==> src/rtl/riscv_pipe_pkg.sv <==
// Shared pipeline definitions: bubble encoding, fetch defaults, fetch FSM
// states and the IF/ID register layout.
package riscv_pipe_pkg;

  localparam int          XLEN_DEF     = 32;
  localparam logic [31:0] RESET_PC_DEF = 32'h0040_0000;
  localparam logic [31:0] NOP_WORD     = 32'h0000_0013;  // addi x0,x0,0

  typedef enum logic {
    RUN  = 1'b0,
    HOLD = 1'b1
  } fetch_state_e;

  // Field order matters: it is also the layout held by the skid entry.
  typedef struct packed {
    logic [XLEN_DEF-1:0] pc;
    logic [31:0]         instr;
    logic                valid;
  } if_id_entry_t;

endpackage

==> src/rtl/if_skid_buf.sv <==
// One-entry skid register that keeps the fetch response arriving on the
// cycle a stall begins, so that release needs no re-fetch bubble.
module if_skid_buf
  import riscv_pipe_pkg::*;
(
  input  logic         clk,
  input  logic         rst,
  input  logic         load,
  input  logic         clear,
  input  if_id_entry_t entry_in,
  output if_id_entry_t entry_out
);

  if_id_entry_t entry_q;

  // Capture on load; clear only drops the valid bit (payload is don't-care).
  always_ff @(posedge clk) begin
    if (rst) begin
      entry_q <= '0;
    end else if (clear) begin
      entry_q.valid <= 1'b0;
    end else if (load) begin
      entry_q <= entry_in;
    end
  end

  assign entry_out = entry_q;

endmodule

==> src/rtl/if_stage_ctrl.sv <==
// Instruction-fetch stage controller: owns the fetch PC, drives a
// synchronous-read instruction memory and produces the IF/ID register.
// Per-edge priority is rst > redirect > stall > advance; flush only
// replaces what is written into IF/ID with a bubble.
module if_stage_ctrl
  import riscv_pipe_pkg::*;
#(
  parameter int               XLEN     = XLEN_DEF,
  parameter logic [XLEN-1:0]  RESET_PC = RESET_PC_DEF,
  parameter logic [31:0]      NOP      = NOP_WORD
) (
  input  logic            clk,
  input  logic            rst,
  input  logic            stall,
  input  logic            flush,
  input  logic            redirect_valid,
  input  logic [XLEN-1:0] redirect_pc,
  output logic [XLEN-1:0] imem_addr,
  input  logic [31:0]     imem_rdata,
  output logic [XLEN-1:0] if_id_pc,
  output logic [31:0]     if_id_instr,
  output logic            if_id_valid
);

  logic [XLEN-1:0] pc_q;
  logic [XLEN-1:0] req_pc_q;
  logic            req_valid_q;
  fetch_state_e    state;
  if_id_entry_t    if_id_q;

  if_id_entry_t    bubble_entry;
  if_id_entry_t    fetch_entry;
  if_id_entry_t    skid_entry;
  logic            skid_load;
  logic            skid_clear;
  logic [XLEN-1:0] pc_plus4;
  logic [XLEN-1:0] redirect_target;

  assign bubble_entry    = '{pc: '0, instr: NOP, valid: 1'b0};
  // Response on imem_rdata belongs to the address issued one cycle ago.
  assign fetch_entry     = '{pc: req_pc_q, instr: imem_rdata, valid: req_valid_q};
  assign pc_plus4        = pc_q + {{(XLEN-3){1'b0}}, 3'd4};
  assign redirect_target = {redirect_pc[XLEN-1:2], 2'b00};

  // The skid is filled on the first stalled edge only; later responses
  // during HOLD are re-reads of pc_q and are dropped.
  assign skid_load  = !redirect_valid && (state == RUN) && stall;
  assign skid_clear = redirect_valid || ((state == HOLD) && (!stall || flush));

  if_skid_buf u_skid (
    .clk       (clk),
    .rst       (rst),
    .load      (skid_load),
    .clear     (skid_clear),
    .entry_in  (fetch_entry),
    .entry_out (skid_entry)
  );

  // Fetch PC, outstanding-request tracking, RUN/HOLD FSM and IF/ID register.
  always_ff @(posedge clk) begin
    if (rst) begin
      pc_q        <= RESET_PC;
      req_pc_q    <= '0;
      req_valid_q <= 1'b0;
      state       <= RUN;
      if_id_q     <= bubble_entry;
    end else if (redirect_valid) begin
      pc_q        <= redirect_target;
      req_valid_q <= 1'b0;
      state       <= RUN;
      if_id_q     <= bubble_entry;
    end else begin
      case (state)
        RUN: begin
          if (stall) begin
            state <= HOLD;
            if (flush) if_id_q <= bubble_entry;
          end else begin
            if_id_q     <= flush ? bubble_entry : fetch_entry;
            req_pc_q    <= pc_q;
            req_valid_q <= 1'b1;
            pc_q        <= pc_plus4;
          end
        end
        HOLD: begin
          if (stall) begin
            if (flush) if_id_q <= bubble_entry;
          end else begin
            if_id_q     <= flush ? bubble_entry : skid_entry;
            req_pc_q    <= pc_q;
            req_valid_q <= 1'b1;
            pc_q        <= pc_plus4;
            state       <= RUN;
          end
        end
        default: state <= RUN;
      endcase
    end
  end

  assign imem_addr   = pc_q;
  assign if_id_pc    = if_id_q.pc;
  assign if_id_instr = if_id_q.instr;
  assign if_id_valid = if_id_q.valid;

endmodule

==> config.mk <==
export PLATFORM = sky130hd
export DESIGN_NAME = if_stage_ctrl
export DESIGN_NICKNAME = d
export VERILOG_FILES = /design/src/rtl/riscv_pipe_pkg.sv /design/src/rtl/if_skid_buf.sv /design/src/rtl/if_stage_ctrl.sv
export SDC_FILE = /design/constraint.sdc
export NUM_CORES = 1
export LEC_CHECK = 0
export ABC_CLOCK_PERIOD_IN_PS = 3200
export BUFFER_PORTS_ARGS = -buffer_cell sky130_fd_sc_hd__buf_4
export CAP_MARGIN = 20
export CORE_ASPECT_RATIO = 0.5
export CORE_MARGIN = 3
export CORE_UTILIZATION = 57
export DETAILED_ROUTE_END_ITERATION = 12
export PLACE_DENSITY_LB_ADDON = 0.12
export SYNTH_ARGS = -nofsm -noshare
export SYNTH_HDL_FRONTEND = slang
export SYNTH_SLANG_ARGS = --single-unit
==> constraint.sdc <==
create_clock -name clk -period 3.2 [get_ports clk]
set_input_delay 0.64 -clock clk [delete_from_list [all_inputs] [get_ports clk]]
set_output_delay 0.64 -clock clk [all_outputs]
set_load 0.02 [all_outputs]
==> run metrics <==
run status=finished, final reports clean; final hold vios=0; Sink Count=190; Final Max Tran Viols=0; compound-cell area share of the yosys netlist=0.149; Critical Path Source=imem_addr[3]; r2r setup slk=between 0.5 and 0.6 ns; initial antenna violation count=0; Worst Setup EP=imem_addr[30]; largest net degree at the start of global routing=91; R2R Path End=imem_addr[30]; num rows=29; Leak=3.68 nW; share of layout cells above drive strength 1=0.194; Fill cells=993; final hold slack=0.452 ns; Fmax=375 MHz; top cells by area, synth=dfxtp_1 48%, a21oi_1 10%, nand2_1 10%; Post-Syn Area=7880 um2; min Tclk post-route=about 2.7 ns; I/O pins=~170; Final ANT Viol Nets=0; multiplexer area fraction after synthesis=0.0843; antenna cells=0; TritonCTS clock tree=done; largest area contributor in the netlist=dfxtp_1; main flop type after synthesis=dfxtp_1; All-Layer GR Usage=0.263; Avg WL per Cell=between 15 and 20 um; # H-tree levels=4; Synthesis Warnings=0; Clock Path Buffers=2; Max Cap Viol=0; Initial DRC Count=627; Vias=7257; RePlAce Congestion=~0.84; Clk pin slew, worst setup/hold paths=0.07 ns; Startpoint Class=flip-flop; Hold Path Class=flip-flop to flip-flop; setup repair bufs after CTS=0; Power per Cell Area=527 nW/um2; first-pass GRT wire length=roughly 33000 um; Hold-fix buffers, CTS=0; Synth cell types=50; clk root buf=clkbuf_16; Pre-antenna DRT Iters=5; Seq cells post-synth=between 150 and 200; post-route insts no fill=1302; syn avg cell area=7.98 um2; Slew headroom=0.385; worst hold start=u_skid.entry_out[41]; I/O Buffers=between 150 and 200; worst reg2reg path depth=5; # setup viols final=0; crit path DAT=2.99 ns; # resized after CTS=0; pre-CTS setup slack=0.472 ns; Via density=5.57; Crit path required time=3.52 ns; Final nets=1174; synthesized instance count=988; Crit. End Element=flip-flop; Clock Skew=0.0116 ns; Final WS setup=0.532 ns; Peak supply drop=0.317 mV; TNS Setup=0 ns; vias in the first global route=between 6000 and 7000; die width=between 150 and 200 um; Tcrit/Tclk final=0.834; Area after DPL=9130 um2; placed cells=1270; Storage cell area=between 3000 and 4000 um2; Starting Density=0.602; dpl hpwl=13400 um; crit path kind=flip-flop to flip-flop; area grow syn2layout=23.6%; simple-gate share of the synthesized area=0.226; sequential element share of the synthesized area=0.483; XOR/XNOR Fraction of Synth Area=0.0122; Post-synth EDFFs=0; Slew @ Worst Pin=0.922 ns; Die Y=89.1 um; post-synth top area share=0.483; largest family of logic cells by synthesized area=simple AND/OR/NAND/NOR gates; commonest cells in the netlist=209 x nand2_1, 190 x dfxtp_1, 164 x a21oi_1; asr flop ratio synth=0; Num CTS Buffers=17; worst flop-to-flop path startpoint=imem_addr[3]; worst skew pair latency=0.42 ns; DRT Wirelength=20300 um; full die area=between 15000 and 20000 um2; unrepaired setup endpoints after global routing=no; Design Area, Final=9740 um2; DR DRC count=0; Adder-Cell Fraction of Synth Area=0.00159; most common cell in the netlist=nand2_1; Multi-input gate area=3750 um2; core box area=13100 um2; Overflow after GRT=0; Worst Path Max Fanout=15
-- cells by family after synthesis --
| group | count (synthesis) |
|---|---|
| compound gates | 210 |
| xor+xnor | 11 |
| simple gates | 420 |
| other cells | 1 |
| flops | 190 |
| mux | 66 |
| fa+ha+maj | 1 |
| buf+inv | 89 |
-- power breakdown --
part / switching [mW] / internal [mW] / total (mW)
clock: 0.902 / 1.23 / 2.13
combinational: 0.285 / 0.201 / 0.485
sequential: 0.0798 / 2.43 / 2.51
total: 1.27 / 3.86 / 5.13
-- flip-flops by register name, summed over array words and instances (netlist names) --
name,count
if_id_pc,32
if_id_instr,32
req_pc_q,30
if_id_valid,1
u_skid.entry_out,63
state,1
imem_addr,30
req_valid_q,1
-- worst max-delay path: stages, from the launching register on --
cell and delay, ns:
dfxtp_1 0.47, ha_1 0.28, nand3b_1 0.19, or4_1 0.80
or4_1 0.58, a311oi_1 0.26
-- worst min-delay path by stage --
stage,depth (start not counted),slack (ns),to
after global placement,2,0.44,u_skid.entry_out[5]
after global routing,3,0.46,imem_addr[22]
after floorplan,2,0.43,u_skid.entry_out[1]
after detailed placement,2,0.45,u_skid.entry_out[24]
after CTS,3,0.45,imem_addr[22]
final,2,0.45,u_skid.entry_out[41]
-- cell type report --
type / instances / share of cell area
Clock buffer: 17 / 0.0437
Clock inverter: 14 / 0.0168
Inverter: 11 / 0.00424
Multi-Input combinational cell: 710 / 0.385
Sequential cell: 190 / 0.391
Tap cell: 186 / 0.0239
Timing Repair Buffer: 174 / 0.135
-- metal layers --
metal  wire, um  global-route usage  up-vias
met5          0                   0        -
met4        174              0.0666        0
met3       1490              0.0433       17
met2       9080               0.422      257
met1       9580               0.375     3407
li1           -                   -     3576
-- cell usage in the layout (no fill, tap or decap), drive strengths merged, types with 4 or more instances in the layout --
master    n
nand2   209
dfxtp   190
buf     174
a21oi   164
nor2    145
mux2i    63
clkbuf   17
inv      16
a311oi   11
or4       9
xnor2     9
nand4     9
nand3     9
a211oi    7
nor3      6
o31ai     6
o21ai     6
and4      5
clkinv    5
or3       5
and3      4
nor4      4
-- per-stage QoR --
step	power [mW]	util
after floorplan	2.84	-
after CTS	5.14	0.742
after global routing	5.31	0.743
final	5.13	0.743
after global placement	3.03	0.697
after detailed placement	3.04	0.697
Power figures use the tool's default switching activity.
